**src/rtl/ads127l1x_tdm_deser_v2.sv**
```systemverilog
// ADS127L1x TDM data-port deserializer. Synchronises the ADC pins, frames on the
// FSYNC rising edge and delivers one packed channel word per frame with error/lock status.
//
// state   | meaning
// S_IDLE  | waiting for the first SOF after reset or while en was low
// S_SHIFT | capturing frame bits, cnt_q = bits taken so far
// S_WAIT  | frame delivered, DOUT ignored until the next SOF
module ads127l1x_tdm_deser_v2 #(
    parameter int CHANNEL_COUNT   = 8,
    parameter int LANE_COUNT      = 4,
    parameter int BITS_PER_PACKET = 24,
    parameter int DCLK_EDGE       = 1,
    parameter int LOCK_FRAMES     = 4
) (
    input  logic                                     clk,
    input  logic                                     rst_n,
    input  logic                                     en,
    input  logic                                     adc_fsync,
    input  logic                                     adc_dclk,
    input  logic [LANE_COUNT-1:0]                    adc_dout,
    output logic [CHANNEL_COUNT*BITS_PER_PACKET-1:0] ch_data,
    output logic                                     data_valid,
    output logic [15:0]                              frame_seq,
    output logic                                     frame_err,
    output logic [7:0]                               err_count,
    output logic                                     lock
);

    localparam int CPL = CHANNEL_COUNT / LANE_COUNT;
    localparam int N   = CPL * BITS_PER_PACKET;
    localparam int W   = CHANNEL_COUNT * BITS_PER_PACKET;
    localparam logic [8:0] LAST_BIT = 9'(N - 1);
    localparam logic [3:0] LOCK_N   = 4'(LOCK_FRAMES);

    typedef enum logic [1:0] {S_IDLE, S_SHIFT, S_WAIT} state_t;

    state_t                      state_q, state_d;
    logic [1:0]                  fsync_sync;
    logic [2:0]                  dclk_sync;
    logic [LANE_COUNT-1:0]       dout_s1, dout_s2;
    logic                        fsync_hist;
    logic                        strobe, sof;
    logic [LANE_COUNT*N-1:0]     shift_q, shift_next;
    logic [W-1:0]                frame_map;
    logic [8:0]                  cnt_q;
    logic [3:0]                  run_q;
    logic                        done_q;
    logic                        shift_en, cnt_start, cnt_step, frame_done, short_err;

    // Synchronisers are free-running; FSYNC and DOUT come from the stage that feeds the edge detector.
    always_ff @(posedge clk) begin
        fsync_sync <= {fsync_sync[0], adc_fsync};
        dclk_sync  <= {dclk_sync[1:0], adc_dclk};
        dout_s1    <= adc_dout;
        dout_s2    <= dout_s1;
    end

    assign strobe = (DCLK_EDGE != 0) ? (dclk_sync[1] & ~dclk_sync[2])
                                     : (~dclk_sync[1] & dclk_sync[2]);
    assign sof    = strobe & fsync_sync[1] & ~fsync_hist;

    always_ff @(posedge clk) begin
        if (!rst_n) begin
            state_q <= S_IDLE;
        end else begin
            state_q <= state_d;
        end
    end

    always_comb begin
        state_d = state_q;
        case (state_q)
            S_IDLE, S_WAIT: if (sof) state_d = S_SHIFT;
            S_SHIFT:        if (strobe && !sof && cnt_q == LAST_BIT) state_d = S_WAIT;
            default:        state_d = S_IDLE;
        endcase
        if (!en) state_d = S_IDLE;
    end

    always_comb begin
        shift_en   = 1'b0;
        cnt_start  = 1'b0;
        cnt_step   = 1'b0;
        frame_done = 1'b0;
        short_err  = 1'b0;
        if (en) begin
            case (state_q)
                S_IDLE, S_WAIT: begin
                    if (sof) begin
                        shift_en  = 1'b1;
                        cnt_start = 1'b1;
                    end
                end
                S_SHIFT: begin
                    if (strobe) begin
                        shift_en = 1'b1;
                        if (sof) begin
                            cnt_start = 1'b1;
                            short_err = 1'b1;
                        end else begin
                            cnt_step   = 1'b1;
                            frame_done = (cnt_q == LAST_BIT);
                        end
                    end
                end
                default: ;
            endcase
        end
    end

    always_comb begin
        shift_next = shift_q;
        for (int l = 0; l < LANE_COUNT; l++) begin
            shift_next[l*N +: N] = {shift_q[l*N +: N-1], dout_s2[l]};
        end
    end

    // First channel of a lane ends up in the top packet of that lane's register.
    always_comb begin
        frame_map = '0;
        for (int l = 0; l < LANE_COUNT; l++) begin
            for (int k = 0; k < CPL; k++) begin
                frame_map[(l*CPL + k)*BITS_PER_PACKET +: BITS_PER_PACKET] =
                    shift_q[l*N + (CPL-1-k)*BITS_PER_PACKET +: BITS_PER_PACKET];
            end
        end
    end

    always_ff @(posedge clk) begin
        if (!rst_n) begin
            fsync_hist <= 1'b1;
            shift_q    <= '0;
            cnt_q      <= '0;
            done_q     <= 1'b0;
            ch_data    <= '0;
            data_valid <= 1'b0;
            frame_seq  <= '0;
            frame_err  <= 1'b0;
            err_count  <= '0;
            run_q      <= '0;
            lock       <= 1'b0;
        end else begin
            data_valid <= 1'b0;
            frame_err  <= 1'b0;
            done_q     <= frame_done;
            if (strobe) fsync_hist <= fsync_sync[1];
            if (shift_en) shift_q <= shift_next;
            if (cnt_start) begin
                cnt_q <= 9'd1;
            end else if (cnt_step) begin
                cnt_q <= cnt_q + 9'd1;
            end
            if (done_q && en) begin
                ch_data    <= frame_map;
                data_valid <= 1'b1;
                frame_seq  <= frame_seq + 16'd1;
                if (run_q != LOCK_N) run_q <= run_q + 4'd1;
                if (run_q >= LOCK_N - 4'd1) lock <= 1'b1;
            end
            if (short_err) begin
                frame_err <= 1'b1;
                if (err_count != 8'hFF) err_count <= err_count + 8'd1;
                run_q <= '0;
                lock  <= 1'b0;
            end
            if (!en) begin
                run_q <= '0;
                lock  <= 1'b0;
            end
        end
    end

endmodule
```
**config.mk**
```make
export PLATFORM = sky130hd
export DESIGN_NAME = ads127l1x_tdm_deser_v2
export DESIGN_NICKNAME = d
export VERILOG_FILES = /design/src/rtl/ads127l1x_tdm_deser_v2.sv
export SDC_FILE = /design/constraint.sdc
export NUM_CORES = 1
export LEC_CHECK = 0
export ABC_AREA = 1
export CORE_ASPECT_RATIO = 1.1
export CORE_MARGIN = 5
export CORE_UTILIZATION = 46
export DETAILED_ROUTE_END_ITERATION = 6
export PLACE_DENSITY = 0.65
export SLEW_MARGIN = 40
export SYNTH_ARGS = -nofsm -noshare
export SYNTH_HDL_FRONTEND = slang
export SYNTH_SLANG_ARGS = --single-unit
```
**constraint.sdc**
```tcl
create_clock -name clk -period 2.2 [get_ports clk]
set_input_delay 0.44 -clock clk [delete_from_list [all_inputs] [get_ports clk]]
set_output_delay 0.44 -clock clk [all_outputs]
set_load 0.05 [all_outputs]
```
==> out/metrics.yaml, run 1 <==
synth:
  syn_area_um2: 16800
  yosysTopAreaCellShare_pct: 52.6
  synth-seq-cells: 441
  synth_area_per_cell_um2: 7.51
  synth_cell_types: 30
  ys_warn_count: 0
  ys_seq_area_share_pct: 52.6
  synthCells: 2233
  synth_area_leaders: "dfxtp_1 53%, nor2_1 13%, nand2_1 6.3%"
  syn_nets: 2247
  synth_top_area_cell: "dfxtp_1"
sta:
  fin_ws_ns: 0.0441
  worstMarginPinSlew_ns: 0.837
  fin_crit_ns: 2.16
  setup_viol: 0
  setup_tns_ns: 0
  period_share_pct: 98.0
  grt_setup_unrepaired: "false"
  hold_viol: 0
  drv_slew: 0
  skew_ns: 0.0146
  relSlewSlack_pct: 44.2
  clock.fmax_ghz: 0.464
final_layout:
  syn2layout_area_growth_pct: 24.4
  final_area_um2: 20900
  finalNetCount: 2396
  final_util_pct: 57.8
  drive_gt1_share_pct: 5.17
  antenna_cells: 0
power_and_ir_drop:
  leakage_uw: 0.00868
  powerDensity_nw_per_um2: 783
  ir_drop_mv: 0.535
  finalPower_uw: 16300
placement:
  portBuffers: 227
  place_area_um2: 19300
  gp_congestion: 0.818
  pre_cts_ws_ns: 0.367
  hpwl_um: 24600
global_routing:
  grt_pass1_wl_um: 65800
  grt_max_degree: 126
  first_global_vias: 13500
  grt_usage_pct: 19.0
  grt_overflow_total: 0
  antenna_found_initial: 0
detailed_routing:
  first_pass_iters: 5
  avgRoutedWirePerCell_um: 13.7
  ant_nets: 0
  vias_per_cell: 4.92
  drc_errors: 0
  routed_wl_um: 39900
  vias: 14300
  first_iter_violations: 904
clock_network:
  clockRootBuffer: "clkbuf_16"
  worstSkewPairLatency_ns: 0.54
  numCtsBuffers: 46
  clkTransAtPathRegs_ns: 0.06
  cts_tree: "built"
  cts.sinks: 441
  hold_buffers: 0
  htreeDepth: 2
  postCtsSetupBuffers: 0
  cts_buffer_depth: 3
hold_path:
  min_path_type: "primary input to flip-flop"
  hold_start: "rst_n"
die:
  fp.dieH_um: 210
  std_cell_rows: 73
  die_w_um: 192
  coreArea_um2: 36100
  ios: 228
  start_util_pct: 46.5
  die_area_um2: 40400
worst_setup_path:
  r2r-start: "state_q[0]$_SDFFE_PN0P_"
  path_max_fanout: 2
  crit_family: "buffers and inverters"
  cp-start-kind: "flip-flop"
  cpMaxStageDelayCell: "clkdlybuf4s50_1"
  crit_required_ns: 1.76
  crit_path_end_kind: "primary output"
  worstPathCellList: "clkdlybuf4s50_1"
  crit_start: "ch_data[64]$_SDFFE_PN0P_"
  critical_path_buf_inv_count: 1
  worst_ep_arrival_time_ns: 1.72
  criticalPathCategory: "flip-flop to primary output"
  cpPeakStageDelay_ns: 0.82
outcome:
  status: "finished, final reports clean"
flow_run:
  drv_cap: 0
==> Yosys cell counts, drive strengths merged <==
cell type    n
o21ai      202
and2         1
nor3b        1
o211ai       2
nand3      137
nand3b      84
o21a         1
o31ai        1
nor4         1
xnor2        1
ha           5
dfxtp      441
nand2      284
nor2       594
clkinv       1
nand4       14
inv        157
nor3         6
a21oi      138
clkbuf      69
xor2         6
or2          1
buf         86
==> flip-flops by register name (all words and copies together), names as in the netlist <==
| name | flops |
|---|---|
| dclk_sync | 3 |
| frame_err | 1 |
| frame_seq | 16 |
| dout_s1 | 4 |
| err_count | 8 |
| ch_data | 192 |
| cnt_q | 9 |
| done_q | 1 |
| data_valid | 1 |
| run_q | 4 |
| state_q | 2 |
| fsync_hist | 1 |
| lock | 1 |
| fsync_sync | 2 |
| shift_q | 192 |
| dout_s2 | 4 |
==> cell type report <==
cell class                      count  area, µm²
Clock inverter                     14        128
Tap cell                          487        609
Timing Repair Buffer              256       2630
Clock buffer                       69       1420
Sequential cell                   441       8830
Fill cell                        3333      15200
Inverter                          158        601
Multi-Input combinational cell   1479       6660
==> metal layers <==
layer	GRT usage [%]	share of wire [%]	vias to the layer above
met3	4.21	5.5	55
met4	4.57	1.8	0
met1	25.8	47	6555
met5	0	0	-
li1	-	-	7395
met2	31.1	45	273
==> placed cells by master (no fill, tap or decap), types with 10 or more instances in the layout <==
| master | Yosys | routed |
|---|---|---|
| clkbuf_16 | 0 | 47 |
| nand3_1 | 137 | 137 |
| a21oi_1 | 138 | 138 |
| buf_4 | 19 | 23 |
| clkinv_2 | 0 | 10 |
| nand3b_1 | 84 | 84 |
| clkdlybuf4s50_1 | 0 | 144 |
| dlygate4sd2_1 | 0 | 47 |
| dlymetal6s2s_1 | 0 | 30 |
| nand4_1 | 14 | 14 |
| buf_12 | 0 | 10 |
| clkbuf_8 | 0 | 16 |
| nand2_1 | 282 | 280 |
| inv_1 | 154 | 154 |
| nor2_1 | 589 | 589 |
| o21ai_0 | 202 | 202 |
| dfxtp_1 | 441 | 441 |
==> cells by family after synthesis <==
kind of cell               Yosys count  synth area share [%]
AOI/OAI and AO/OA                  344                  10.3
adders and majority gates            5                 0.373
and+or+nand+nor                   1123                  28.5
buffers and inverters              313                  7.82
xor gates and xnor gates             7                 0.365
DFF                                441                  52.6
==> final timing paths <==
check                                                  to  slack (ns)  cells past startpoint
worst min-delay path              fsync_hist$_SDFFE_PN1N_        0.29                      2
worst min register to register      fsync_sync[1]$_DFF_P_        0.33                      0
worst max register to register  shift_q[159]$_SDFFE_PN0P_        0.34                      9
worst max-delay path                          ch_data[64]        0.04                      1
==> power by group <==
part / internal (µW) / switching (µW) / leakage (µW)
clock network: 4680 / 3110 / 0.000777
logic: 150 / 334 / 0.00435
registers: 8040 / 29.0 / 0.00356
total: 12900 / 3470 / 0.00868
==> metrics by stage <==
stage | std cells | hold WS (ns)
after floorplan | 2233 | 0.310
after global placement | 2821 | 0.313
after detailed placement | 2821 | 0.312
after CTS | 2904 | 0.269
after global routing | 2904 | 0.289
final | 2904 | 0.292
==> what timing repair did <==
item                       4_1_cts  5_1_grt
setup endpoints to repair       47       30
gates resized for setup         47       30
cloned                           0        0
Power figures use the tool's default switching activity.
==> inputs of run 2 (changes only) <==
Settings changed: ABC_AREA 1 to 0, PLACE_DENSITY 0.65 to 0.66.
==> run 2 against run 1 <==
Compared with the run above: clock power is 1% lower; global-route usage is 0.20 points lower; largest power group unchanged; clock skew is 0.0024 ns lower; critical path type unchanged; sequential share of layout area is 2.3 points higher; worst hold slack better by 0.034 ns; combinational power is 57% lower.
==> out/metrics.yaml, run 2 <==
final_layout:
  final_cell_mix: "790 x nand2_1, 441 x dfxtp_1, 401 x a21oi_1"
  antenna_cells: 0
  drive_gt1_share_pct: 5.78
  fin_cells: 2561
  finalNetCount: 2108
  fillers: 2927
  seq_area_um2: 8830
  final_common_cell: "nand2_1"
  reg_top3: "ch_data: 192 flops, shift_q: 192 flops, frame_seq: 16 flops"
  final_area_um2: 19800
  multi_input_area_um2: 5980
  syn2layout_area_growth_pct: 29.0
worst_setup_path:
  crit_path_end_kind: "primary output"
  worstPathCellList: "clkdlybuf4s50_1"
  r2r_setup_slack_ns: 0.44
  r2r-start: "state_q[0]$_SDFFE_PN0P_"
  cp-start-kind: "flip-flop"
  reg2regPathDepth: 5
  cpPeakStageDelay_ns: 0.82
  cpMaxStageDelayCell: "clkdlybuf4s50_1"
  worst_ep_arrival_time_ns: 1.72
  criticalPathCategory: "flip-flop to primary output"
  path_max_fanout: 2
  timing.rr.end: "shift_q[18]$_SDFFE_PN0P_"
  crit_family: "buffers and inverters"
  crit_required_ns: 1.76
  critical_path_buf_inv_count: 1
power_and_ir_drop:
  powerDensity_nw_per_um2: 804
  ir_drop_mv: 0.633
  leakage_uw: 0.00725
sta:
  clock.fmax_ghz: 0.463
  fin_crit_ns: 2.16
  skew_ns: 0.0122
  drv_slew: 0
  period_share_pct: 98.1
  relSlewSlack_pct: 52.6
  hold_viol: 0
  grt_setup_unrepaired: "false"
  setup_viol: 0
  worstMarginPinSlew_ns: 0.701
synth:
  synth_area_leaders: "dfxtp_1 58%, nand2_1 19%, a21oi_1 13%"
  synthArstFlopShare_pct: 0
  ys_warn_count: 0
  synth_common_cells: "791 x nand2_1, 441 x dfxtp_1, 401 x a21oi_1, 108 x clkbuf_1, 25 x nor2_1"
  synth.most_common_cell: "nand2_1"
  syn_area_um2: 15300
  synth_area_per_cell_um2: 8.01
  synth_cell_types: 40
  yosysTopAreaCellShare_pct: 57.6
  synth_edf_count: 0
  synth_top_area_cell: "dfxtp_1"
  synth_ff_type: "dfxtp_1"
  syn_nets: 1929
  synth-seq-cells: 441
  synthCells: 1915
  ys_seq_area_share_pct: 57.6
die:
  start_util_pct: 46.3
  std_cell_rows: 70
  coreArea_um2: 33100
  ios: 228
  fp.dieH_um: 202
  die_w_um: 184
  die_area_um2: 37100
hold_path:
  holdPathEnd: "dout_s2[2]$_DFF_P_"
  min_path_type: "flip-flop to flip-flop"
  hold_depth: 0
  hold_start: "dout_s1[2]$_DFF_P_"
detailed_routing:
  vias: 13000
  vias_per_cell: 5.06
  first_iter_violations: 826
  drc_errors: 0
  avgRoutedWirePerCell_um: 14.2
  first_pass_iters: 5
  routed_wl_um: 36400
  ant_nets: 0
clock_network:
  cts_buffer_depth: 3
  postCtsSetupBuffers: 0
  clkTransAtPathRegs_ns: 0.06
  worstSkewPairLatency_ns: 0.54
  htreeDepth: 2
  cts_resized: 30
  clockRootBuffer: "clkbuf_16"
  cts.sinks: 441
  hold_buffers: 0
  numCtsBuffers: 44
  cts_tree: "built"
placement:
  portBuffers: 227
  place_area_um2: 18200
  place_inst: 2480
  gp_congestion: 0.781
  hpwl_um: 23300
global_routing:
  grt_pass1_wl_um: 60100
  grt_overflow_total: 0
  grt_usage_pct: 18.8
  grt_max_degree: 84
  first_global_vias: 12100
  antenna_found_initial: 0
outcome:
  status: "finished, final reports clean"
flow_run:
  drv_cap: 0
run 2: cell families after synthesis:
| logic type | Yosys count | share of synthesized area (%) |
|---|---|---|
| AND/OR/NAND/NOR | 883 | 22.9 |
| flip-flops | 441 | 57.6 |
| AO/OA/AOI/OAI | 421 | 14.1 |
| buffers and inverters | 141 | 3.64 |
| XOR/XNOR | 16 | 0.914 |
| multiplexers | 8 | 0.522 |
| adder cells (fa/ha/maj) | 5 | 0.408 |
run 2: worst max-delay path by stage:
stage               cells past startpoint                    endpoint                      start  slack (ns)
detailed placement                      6    shift_q[18]$_SDFFE_PN0P_                         en       -0.02
global placement                        6    shift_q[87]$_SDFFE_PN0P_                         en        0.04
CTS                                     1                 ch_data[61]   ch_data[61]$_SDFFE_PN0P_     0.00006
finish                                  1                ch_data[184]  ch_data[184]$_SDFFE_PN0P_        0.04
floorplan                               5  frame_seq[12]$_SDFFE_PN0P_  frame_seq[2]$_SDFFE_PN0P_        0.32
global route                            1                ch_data[189]  ch_data[189]$_SDFFE_PN0P_       0.001
run 2: report_power, final:
part	internal [µW]	switching [µW]
Combinational	51.3	158
Sequential	8000	6.78
Clock	4650	3050
run 2: area by class of cell:
class	instances	share of cell area (%)
clock inverters	13	0.892
clock buffers	68	6.74
inverters	8	0.190
repair buffers	266	14.6
multi-input cells	1333	30.2
flip-flops and latches	441	44.6
well taps	432	2.73
run 2: layer usage:
metal | global-route usage (%) | up-vias | wire (µm)
met5 | 0 | - | 0
met4 | 4.17 | 0 | 585
li1 | - | 6576 | -
met3 | 4.30 | 41 | 1890
met2 | 31.8 | 234 | 17600
met1 | 24.7 | 6120 | 16300
run 2: stage by stage:
stage                     setup slack, ns  TNS, ns  power [µW]  hold WS (ns)  utilization [%]
final                              0.0415        0       15900         0.325             59.8
after CTS                       0.0000617        0       16100         0.326             59.5
after floorplan                     0.319        0        8310         0.310                -
after global placement             0.0434        0        8390         0.313             55.0
after global routing              0.00105        0       16500         0.335             59.8
after detailed placement          -0.0229   -0.109        8390         0.312             55.0
==> inputs of run 3 (changes only) <==
Settings changed: ABC_CLOCK_PERIOD_IN_PS set to 2200, SKIP_CTS_REPAIR_TIMING set to 1.
==> run 3 against run 2 <==
Compared with the run above: first-iteration DRC count decreased by 4.1%; die area unchanged; count of clock-buffer cells in the layout unchanged; critical path type unchanged.
==> out/metrics.yaml, run 3 (synthesis results as in run 2) <==
flow_run:
  drv_cap: 0
placement:
  portBuffers: 227
  gp_congestion: 0.781
  hpwl_um: 23300
  place_area_um2: 18200
detailed_routing:
  routed_wl_um: 36500
  vias_per_cell: 5.05
  first_iter_violations: 792
  avgRoutedWirePerCell_um: 14.3
  first_pass_iters: 5
  vias: 12900
  ant_nets: 0
  drc_errors: 0
sta:
  drv_slew: 0
  relSlewSlack_pct: 53.6
  fin_crit_ns: 2.16
  period_share_pct: 98.1
  worstMarginPinSlew_ns: 0.686
  setup_viol: 0
  hold_viol: 0
  clock.fmax_ghz: 0.463
  skew_ns: 0.0115
  grt_setup_unrepaired: "false"
final_layout:
  reg_top3: "ch_data: 192 flops, shift_q: 192 flops, frame_seq: 16 flops"
  finalNetCount: 2108
  final_common_cell: "nand2_1"
  syn2layout_area_growth_pct: 29.7
  final_util_pct: 60.1
  seq_area_um2: 8830
  fillers: 2906
  final_area_um2: 19900
  antenna_cells: 0
  final_cell_mix: "790 x nand2_1, 441 x dfxtp_1, 401 x a21oi_1"
  drive_gt1_share_pct: 5.78
  multi_input_area_um2: 5980
clock_network:
  htreeDepth: 2
  cts_buffer_depth: 3
  cts_tree: "built"
  worstSkewPairLatency_ns: 0.54
  clockRootBuffer: "clkbuf_16"
  clkTransAtPathRegs_ns: 0.06
  numCtsBuffers: 44
  cts.sinks: 441
worst_setup_path:
  crit_family: "buffers and inverters"
  crit_start: "ch_data[184]$_SDFFE_PN0P_"
  crit_path_end_kind: "primary output"
  critical_path_buf_inv_count: 1
  cp-start-kind: "flip-flop"
  crit_required_ns: 1.76
  worst_ep_arrival_time_ns: 1.72
  worstPathCellList: "clkdlybuf4s50_1"
  criticalPathCategory: "flip-flop to primary output"
  r2r-start: "state_q[0]$_SDFFE_PN0P_"
  path_max_fanout: 2
  cpPeakStageDelay_ns: 0.82
  cpMaxStageDelayCell: "clkdlybuf4s50_1"
die:
  start_util_pct: 46.3
  fp.dieH_um: 202
  ios: 228
  coreArea_um2: 33100
  std_cell_rows: 70
  die_area_um2: 37100
  die_w_um: 184
power_and_ir_drop:
  intPower_uw: 12700
  leakage_uw: 0.00766
  clkPwrFrac_pct: 48.4
  power.switching_uw: 3210
  p_seq_share_pct: 50.3
  p_comb_share_pct: 1.3
  ir_drop_mv: 0.633
  powerDensity_nw_per_um2: 800
  swShare_pct: 20.2
outcome:
  status: "finished, final reports clean"
hold_path:
  min_path_type: "flip-flop to flip-flop"
  hold_start: "dout_s1[2]$_DFF_P_"
global_routing:
  grt_overflow_total: 0
  grt_usage_pct: 18.8
  first_global_vias: 12100
  antenna_found_initial: 0
  grt_max_degree: 84
  grt_pass1_wl_um: 60100
run 3: changes by cell type in the layout (fill, tap and decap cells not counted), sizes merged:
cell          before  now
dlygate4sd2       30    0
dlymetal6s2s      36   66
run 3: per-stage QoR:
stage / instances / worst slack [ns] / TNS [ns] / total power [µW] / hold slack [ns]
floorplan: 1915 / 0.319 / 0 / 8310 / 0.310
global placement: 2480 / 0.0434 / 0 / 8390 / 0.313
detailed placement: 2480 / -0.0229 / -0.109 / 8390 / 0.312
CTS: 2561 / -0.114 / -0.922 / 16100 / 0.326
global route: 2561 / 0.00105 / 0 / 16500 / 0.335
finish: 2561 / 0.0415 / 0 / 15900 / 0.326
run 3: per-layer routing:
layer	track usage, %	share of wire, %	vias to the layer above	wire length, µm
met5	0	0	-	0
li1	-	-	6578	-
met3	4.32	5.3	40	1920
met4	4.17	1.6	0	583
met2	31.8	48	230	17700
met1	24.7	45	6087	16300
run 3: worst paths after layout:
path	end	slack, ns	cells past startpoint
setup / recovery	ch_data[184]	0.04	1
hold / removal	dout_s2[2]$_DFF_P_	0.33	0
setup reg to reg	shift_q[18]$_SDFFE_PN0P_	0.44	5
hold reg to reg	dout_s2[2]$_DFF_P_	0.33	0
run 3: power by group through the flow:
stage               Combinational (µW)  Sequential, µW  Clock (µW)
floorplan                          131            8180           0
global placement                   209            8180           0
detailed placement                 212            8180           0
CTS                                212            8000        7900
global route                       229            8000        8240
finish                             210            8000        7690
run 3: cell type report:
class / count / area share (%)
sequential: 441 / 44.4
multi-input combinational: 1333 / 30.1
timing repair buffer: 266 / 15.1
clock buffer: 68 / 6.70
tap: 432 / 2.72
clock inverter: 13 / 0.887
inverter: 8 / 0.189
